<file path="config.mk">
export PLATFORM = sky130hd
export DESIGN_NAME = wordle_guess_scorer
export DESIGN_NICKNAME = d
export VERILOG_FILES = /design/src/rtl/wordle_pkg.sv /design/src/rtl/wordle_letter_match.sv /design/src/rtl/wordle_guess_scorer.sv
export SDC_FILE = /design/constraint.sdc
export NUM_CORES = 1
export LEC_CHECK = 0
export ABC_AREA = 1
export BUFFER_PORTS_ARGS = -buffer_cell sky130_fd_sc_hd__buf_2
export CAP_MARGIN = 0
export CORE_AREA = 4 4 124 126
export CTS_CLUSTER_SIZE = 25
export DETAILED_ROUTE_END_ITERATION = 8
export DIE_AREA = 0 0 128 130
export PLACE_DENSITY = 0.75
export SLEW_MARGIN = 20
export SYNTH_ARGS = -nofsm -noshare
export SYNTH_HDL_FRONTEND = slang
export SYNTH_HIERARCHICAL = 1
export SYNTH_SLANG_ARGS = --single-unit
</file>
<file path="constraint.sdc">
create_clock -name clk_i -period 2.8 [get_ports clk_i]
set_clock_uncertainty 0.15 [all_clocks]
set_input_delay 0.28 -clock clk_i [delete_from_list [all_inputs] [get_ports clk_i]]
set_output_delay 0.28 -clock clk_i [all_outputs]
set_load 0.01 [all_outputs]
</file>
<file path="src/rtl/wordle_pkg.sv">
// rtl/wordle_pkg.sv - shared widths, colour codes, FSM encoding and letter extraction for the guess scorer
package wordle_pkg;

  localparam int LETTER_W    = 8;
  localparam int WORD_LEN    = 5;
  localparam int MAX_GUESSES = 6;
  localparam int WORD_W      = LETTER_W * WORD_LEN;
  localparam int COLORS_W    = 2 * WORD_LEN;

  localparam logic [1:0] COL_GRAY   = 2'b00;
  localparam logic [1:0] COL_YELLOW = 2'b01;
  localparam logic [1:0] COL_GREEN  = 2'b10;

  typedef enum logic [1:0] {
    ST_IDLE   = 2'd0,
    ST_GREEN  = 2'd1,
    ST_YELLOW = 2'd2,
    ST_DONE   = 2'd3
  } state_e;

  // Letter 0 is the leftmost character and sits in the most significant byte.
  function automatic logic [LETTER_W-1:0] get_letter(input logic [WORD_W-1:0] word, input int pos);
    return word[(WORD_LEN-1-pos)*LETTER_W +: LETTER_W];
  endfunction

endpackage

</file>
<file path="src/rtl/wordle_letter_match.sv">
// rtl/wordle_letter_match.sv - finds the lowest unused answer position holding a given guess letter
module wordle_letter_match
  import wordle_pkg::*;
(
  input  logic [LETTER_W-1:0] letter_i,
  input  logic [WORD_W-1:0]   answer_i,
  input  logic [WORD_LEN-1:0] used_i,
  output logic                hit_o,
  output logic [WORD_LEN-1:0] consumed_o
);

  // Scanning from the top down lets the lowest matching index overwrite any higher one.
  always_comb begin
    hit_o      = 1'b0;
    consumed_o = '0;
    for (int j = WORD_LEN - 1; j >= 0; j--) begin
      if (!used_i[j] && (get_letter(answer_i, j) == letter_i)) begin
        hit_o         = 1'b1;
        consumed_o    = '0;
        consumed_o[j] = 1'b1;
      end
    end
  end

endmodule

</file>
<file path="src/rtl/wordle_guess_scorer.sv">
// rtl/wordle_guess_scorer.sv - scores a latched guess against the answer: greens first, then yellows left to right
module wordle_guess_scorer
  import wordle_pkg::*;
(
  input  logic                clk_i,
  input  logic                reset_i,
  input  logic                clear_i,
  input  logic                start_i,
  input  logic [WORD_W-1:0]   guess_i,
  input  logic [WORD_W-1:0]   answer_i,
  output logic                busy_o,
  output logic                done_o,
  output logic [COLORS_W-1:0] colors_o,
  output logic [2:0]          row_idx_o,
  output logic                win_o,
  output logic                lose_o
);

  state_e                state_q, state_d;
  logic [WORD_W-1:0]     guess_q, guess_d;
  logic [WORD_W-1:0]     answer_q, answer_d;
  logic [WORD_LEN-1:0]   green_q, green_d;
  logic [WORD_LEN-1:0]   used_q, used_d;
  logic [COLORS_W-1:0]   work_q, work_d;
  logic [2:0]            idx_q, idx_d;
  logic [COLORS_W-1:0]   colors_q, colors_d;
  logic [2:0]            row_q, row_d;
  logic                  win_q, win_d;
  logic                  lose_q, lose_d;

  logic [LETTER_W-1:0]   cur_letter;
  logic                  cur_green;
  logic                  hit;
  logic [WORD_LEN-1:0]   consumed;
  logic [2:0]            row_inc;

  always_comb begin
    cur_letter = '0;
    cur_green  = 1'b0;
    for (int i = 0; i < WORD_LEN; i++) begin
      if (idx_q == 3'(i)) begin
        cur_letter = get_letter(guess_q, i);
        cur_green  = green_q[i];
      end
    end
  end

  wordle_letter_match u_match (
    .letter_i   (cur_letter),
    .answer_i   (answer_q),
    .used_i     (used_q),
    .hit_o      (hit),
    .consumed_o (consumed)
  );

  assign row_inc = (row_q == 3'(MAX_GUESSES)) ? row_q : row_q + 3'd1;

  always_comb begin
    state_d  = state_q;
    guess_d  = guess_q;
    answer_d = answer_q;
    green_d  = green_q;
    used_d   = used_q;
    work_d   = work_q;
    idx_d    = idx_q;
    colors_d = colors_q;
    row_d    = row_q;
    win_d    = win_q;
    lose_d   = lose_q;

    case (state_q)
      ST_IDLE: begin
        if (start_i && !win_q && !lose_q) begin
          guess_d  = guess_i;
          answer_d = answer_i;
          state_d  = ST_GREEN;
        end
      end
      ST_GREEN: begin
        for (int i = 0; i < WORD_LEN; i++) begin
          green_d[i] = (get_letter(guess_q, i) == get_letter(answer_q, i));
          work_d[(WORD_LEN-1-i)*2 +: 2] = green_d[i] ? COL_GREEN : COL_GRAY;
        end
        used_d  = green_d;
        idx_d   = 3'd0;
        state_d = ST_YELLOW;
      end
      ST_YELLOW: begin
        if (!cur_green && hit) begin
          for (int i = 0; i < WORD_LEN; i++) begin
            if (idx_q == 3'(i)) work_d[(WORD_LEN-1-i)*2 +: 2] = COL_YELLOW;
          end
          used_d = used_q | consumed;
        end
        // Results are registered on the way into DONE so they are visible alongside the done pulse.
        if (idx_q == 3'(WORD_LEN - 1)) begin
          state_d  = ST_DONE;
          colors_d = work_d;
          row_d    = row_inc;
          win_d    = &green_q;
          lose_d   = (row_inc == 3'(MAX_GUESSES)) && !(&green_q);
        end else begin
          idx_d = idx_q + 3'd1;
        end
      end
      ST_DONE: begin
        state_d = ST_IDLE;
      end
      default: begin
        state_d = ST_IDLE;
      end
    endcase

    if (clear_i) begin
      state_d  = ST_IDLE;
      colors_d = '0;
      row_d    = '0;
      win_d    = 1'b0;
      lose_d   = 1'b0;
    end
  end

  always_ff @(posedge clk_i) begin
    if (reset_i) begin
      state_q  <= ST_IDLE;
      guess_q  <= '0;
      answer_q <= '0;
      green_q  <= '0;
      used_q   <= '0;
      work_q   <= '0;
      idx_q    <= '0;
      colors_q <= '0;
      row_q    <= '0;
      win_q    <= 1'b0;
      lose_q   <= 1'b0;
    end else begin
      state_q  <= state_d;
      guess_q  <= guess_d;
      answer_q <= answer_d;
      green_q  <= green_d;
      used_q   <= used_d;
      work_q   <= work_d;
      idx_q    <= idx_d;
      colors_q <= colors_d;
      row_q    <= row_d;
      win_q    <= win_d;
      lose_q   <= lose_d;
    end
  end

  assign busy_o    = (state_q != ST_IDLE);
  assign done_o    = (state_q == ST_DONE);
  assign colors_o  = colors_q;
  assign row_idx_o = row_q;
  assign win_o     = win_q;
  assign lose_o    = lose_q;

endmodule

</file>
# Word-level counts from Yosys, hierarchy flattened
# Index checks and enable logic that the tools add are counted.
# totals
mem_bits_rw,0
mem_bits_ro,0
output_inout_bits,17
in_bits,84
n_memories,0
word_cells,106
register_bits,120
latchBits,0
# classes
addsub,2
shift,0
eq_ne,23
mul,0
bitwise_logic,1
div,0
n_lt_le_gt_ge,0
n_mux,40
n_reduce_logical,29
# op_table
operator,count
8-bit == test,10
8-bit two-way mux,5
5-bit two-way mux,6
2-bit two-way mux,12
10-bit one-hot mux with 2 select lines,1
1-bit two-way mux,10
10-bit two-way mux,1
5-bit one-hot mux with 2 select lines,1
2-bit AND reduction,5
3-bit == test (second input constant),3
1-bit logical AND,9
1-bit zero test,9
2-bit inequality test (second input constant),4
2-bit one-hot mux with 4 select lines,1
3-bit by 1-bit adder with 3-bit output (second input constant),2
3-bit by 2-bit == test with 1-bit output (second input constant),2
3-bit two-way mux,2
3-bit one-hot mux with 2 select lines,1
5-bit OR,1
5-bit AND reduction,1
2-bit == test (second input constant),2
2-bit nonzero test,2
3-bit by 1-bit == test with 1-bit output (second input constant),1
3-bit zero test,1
other kinds (3),3

# Longest topological paths before layout
# logic_depth
word_depth,16
depth_mapped,22
depth_no_buf,21

# Hierarchy
# The synthesis kept the hierarchy.
# modules_own_cells
module,area_per_inst_um2,instances,cells_each,seq_area_each_um2
wordle_guess_scorer,5631.7,1,775,2402.3
wordle_letter_match,695.7,1,159,0.0

# Worst setup path before layout
# No wires, ideal clock.
# synth_path
path_kind,reg2reg
startpoint,register idx_q[0]
endpoint,register work_q[1]
required_ps,2541
path_stages_with_launch,20
period_less_slack_ps,2981
path_buffers,1
setup_ps,109
slack_ps,-181
arrival_time_ps,2722
path_cell_list,dfxtp_1 > inv_1 > ha_1 > nand2_2 > clkbuf_1 > nor2_1 > a31oi_1 > inv_2 > nand2_1 > nand2_1 > nor2_1 > nand3_1 > nor2_1 > nor2_1 > nand3_1 > nand3_1 > nand3_1 > nand3_1 > nand2_1 > inv_1
# synth_via
elab_chain_cells,16
word_cells_on_any_way,35
cone_classes,eq/ne (9); mux (18); reduce/logical (8)
# synth_lines
item,line,text
"start, declared",wordle_guess_scorer.sv:25,"logic [2:0] idx_q, idx_d;"
"start signal, assigned",wordle_guess_scorer.sv:143,idx_q <= idx_d;
3-bit zero test,wordle_guess_scorer.sv:41,if (idx_q == 3'(i)) begin
8-bit two-way mux (4 in a row),wordle_guess_scorer.sv:41,
8-bit two-way mux *,wordle_guess_scorer.sv:41,
via cur_letter[3],wordle_guess_scorer.sv:31,logic [LETTER_W-1:0] cur_letter;
8-bit == test,wordle_letter_match.sv:17,"if (!used_i[j] && (get_letter(answer_i, j) == letter_i)) begin"
1-bit logical AND,wordle_letter_match.sv:17,
1-bit two-way mux (4 in a row),wordle_letter_match.sv:17,
1-bit two-way mux *,wordle_letter_match.sv:17,
via hit,wordle_guess_scorer.sv:33,logic hit;
1-bit logical AND *,wordle_guess_scorer.sv:89,if (!cur_green && hit) begin
10-bit two-way mux *,wordle_guess_scorer.sv:89,
10-bit one-hot mux with 2 select lines *,wordle_guess_scorer.sv:71,case (state_q)
"end signal, assigned",wordle_guess_scorer.sv:142,work_q <= work_d;
"end, declared",wordle_guess_scorer.sv:24,"logic [COLORS_W-1:0] work_q, work_d;"
# The timed path passes the listed nets; every way through them passes the cells marked *.
# A chain may end at the register's enable or synchronous reset.

# Final worst setup path
# layout_path
startpoint,register idx_q[0]
endpoint,register work_q[9]
# Same word-level chain as after synthesis.

==> impl_results.md <==
- Clock Sinks: 120
- Switching pwr: 1.577 mW
- Critical path endpoint category: flip-flop
- Main synth FF type: dfxtp_1
- Slowest CP cell: dfxtp_4
- Area of the mapped netlist: 6327 sq um
- Worst slew pin tran: 0.6569 ns
- Switching power as a share of total power: 30.42%
- DR iter-0 viols: 536
- Arr. time, crit path: 3.23 ns
- Worst path cell trace: inv_4 -> ha_2 -> nand2_8 -> buf_4 -> o211ai_1 -> a31oi_1 -> buf_4 -> buf_4 -> o21ai_0 -> nor2_1 -> nand3_1 -> nor2_4 -> nor2_4 -> nand3_4 -> buf_6 -> nand3_4 -> nand3_1 -> a21oi_2
- Leading area contributor after synthesis: dfxtp_1
- WP buf/inv: 5
- All-layer global routing usage: 24.09%
- Mapped Cells: 934
- Drt pass-1 iters: 5
- Worst hold path class: in2reg
- DR DRC count: 0
- Max stage delay on crit path: 0.37 ns
- Post-DP Area: 7233 sq um
- Final Util: 60.26%
- Top post-synthesis cells by count: 211 x nand2_1, 120 x dfxtp_1, 113 x a21oi_1
- Rows: 44
- Met3 wire len: 1202 um
- Warnings from Yosys: 6
- WL met2: 9546 um
- Most area-consuming cells after synthesis: dfxtp_1 38%, nand2_1 13%, a21oi_1 8.9%, o21ai_0 7.0%, inv_1 6.3%
- Max Root-Sink Buffers: 2
- Int Power: 3.607 mW
- Net Count, Synth: 1029
- Count leader, synth: nand2_1
- Via count: 6831
- CP Launch Type: flip-flop
- Final Setup Violations: 25
- Fill cells: 1313
- Maxcap violations: 0
- Port buffer count: 100
- Vias/cell: 5.226
- Number of flops mapped to enable cells by yosys: 0
- Critical-path maximum fanout: 15
- Initial antenna violation count: 0
- Register area share after synthesis: 37.97%
- CTS tree: built
- DR top layer: met4
- Maximum vdd drop: 0.4433 mV
- Worst path top cell family by delay: simple AND/OR/NAND/NOR gates
- Clock Latency Late Sink: 0.42 ns
- Fin crit period: 3.021 ns
- Share of layout cells above drive strength 1: 23.60%
- Post-route ant nets: 0
- Status: complete, but fails checks
- Core Box Area: 14310 sq um
- Area growth from synthesis to layout: 36.33%
- Max_slew headroom: 56.04%
- Leakage Power: 3.788 nW
- Nets: 1206
- Die X: 128 um
- GP Congestion: 1.008
- Post-synth top area share: 37.97%
- Post-DP HPWL: 13850 um
- Total congestion overflow: 0
- Die height: 130 um
- Tcrit/Tclk final: 107.9%
- Routed WL: 19920 um
- Setup tns final: -3.523 ns
- Fmax: 331.0 MHz
- WS Path Type: reg2reg
- Die area: 16640 sq um
- Starting density of the core: 44.20%
- Pwr dens: 601.0 nW/um^2
- Cell mode on critical path: buf_4
- Clock Pin Slew Worst Setup and Hold Paths: 0.05 ns
- Final Max Tran Viols: 0
- Flop pwr share: 38.3%
- First-pass GRT wire length: 31700 um
- Clk Tree Root Cell: clkbuf_16
- Clock power share: 40.1%
- TritonCTS buffer count: 17
- Final worst slack: -0.2214 ns
- Post-route cell area: 8626 sq um
- Count of unique library cells instantiated by Yosys: 39
- Io pins: 101
- Wire per inst: 15.24 um
- H-tree levels: 4
- Combinational power share: 21.5%
- Avg Cell Area, Syn: 6.774 sq um
- Failing checks: negative setup slack
- Hold Fails Final Rpt: 0
- Ys async rst share: 0%
- Diodes inserted: 0
- Worst path required time: 3.01 ns
- M1 wire length: 8790 um
- RSZ-0062 raised after global routing: true
- #FFs+latches synth: 120
- Vias in the first global route: 6411
- Largest net degree at the start of global routing: 68
-- worst register-to-register path: cells and delay by family (launching register included) --
kind | cells | cell delay (ns)
buf+inv | 5 | 0.74
flops | 1 | 0.37
fa+ha+maj | 1 | 0.22
compound gates | 4 | 0.60
simple gates | 8 | 0.85
-- worst paths after layout --
kind,slack (ns),start,depth (start not counted),to
max,-0.22,idx_q[0]$_SDFFE_PP0P_,18,work_q[9]$_SDFFE_PP0P_
min reg2reg,0.33,work_q[6]$_SDFFE_PP0P_,2,work_q[6]$_SDFFE_PP0P_
min,0.009,answer_i[7],3,answer_q[7]$_SDFFE_PP0P_
max reg2reg,-0.22,idx_q[0]$_SDFFE_PP0P_,18,work_q[9]$_SDFFE_PP0P_
-- through the flow --
step	hold slack (ns)	worst slack, ns	total power [mW]	cells
after floorplan	0.2950	0.05016	2.620	934
after global placement	0.3078	-0.2120	2.935	1218
after detailed placement	0.3188	-0.3002	2.942	1218
after CTS	0.0009672	-0.1218	5.117	1304
after global routing	0.02231	-0.3971	5.415	1307
final	0.008866	-0.2214	5.184	1307
-- sequential cells by signal (all words and copies together) (netlist names) --
| signal | count |
|---|---|
| lose_o | 1 |
| row_idx_o | 3 |
| answer_q | 40 |
| work_q | 10 |
| win_o | 1 |
| colors_o | 10 |
| state_q | 2 |
| used_q | 5 |
| idx_q | 3 |
| green_q | 5 |
| guess_q | 40 |
-- cells by family after synthesis --
| family | Yosys count | share of synthesized area [%] |
|---|---|---|
| and+or+nand+nor | 386 | 27.27 |
| AOI/OAI and AO/OA | 230 | 19.12 |
| buffers and inverters | 163 | 10.14 |
| DFF | 120 | 37.97 |
| xor gates and xnor gates | 24 | 3.322 |
| adders and majority gates | 11 | 2.175 |
-- per-layer routing --
| layer | vias to the layer above | track usage (%) |
|---|---|---|
| li1 | 3419 | - |
| met1 | 3141 | 30.41 |
| met2 | 230 | 40.48 |
| met3 | 41 | 5.731 |
| met4 | 0 | 8.427 |
| met5 | - | 0 |
-- layout by cell type, fill, tap and decap left out, drive strengths merged, types with 7 or more instances in the layout --
cell and n:
dlygate4sd3 45, a21oi 113, or2 7, ha 11
nand3 72, dfxtp 120, nor2 66, clkinv 8
xnor2 21, nand2 216, o211ai 9, clkbuf 17
inv 119, nand4 21, o21ai 88, a31oi 10
buf 155
-- power groups by stage --
| stage | Clock, mW | Combinational (mW) | Sequential [mW] |
|---|---|---|---|
| 2_1_floorplan | 0 | 0.659 | 1.96 |
| 6_report | 2.08 | 1.12 | 1.99 |
| 5_1_grt | 2.17 | 1.25 | 2.00 |
| 3_3_place_gp | 0 | 0.920 | 2.02 |
| 4_1_cts | 2.10 | 1.04 | 1.98 |
| 3_5_place_dp | 0 | 0.928 | 2.01 |
-- area by class of cell --
type	count	area [sq um]	area share [%]
clock inverters	14	133.9	1.552
repair buffers	200	1395	16.17
multi-input cells	653	3570	41.38
flip-flops and latches	120	2410	27.94
well taps	184	230.2	2.669
inverters	119	461.7	5.352
clock buffers	17	425.4	4.932
-- what timing repair did --
item                                    4_1_cts  5_1_grt
endpoints found under the hold margin        45        0
endpoints found under the setup margin       25       25
pin swaps                                    12       29
cloned                                        2        0
buffers inserted                              8        4
resized for setup                            30       45
hold buffers                                 45        0
Note: power is estimated with default switching activity, not from simulation.
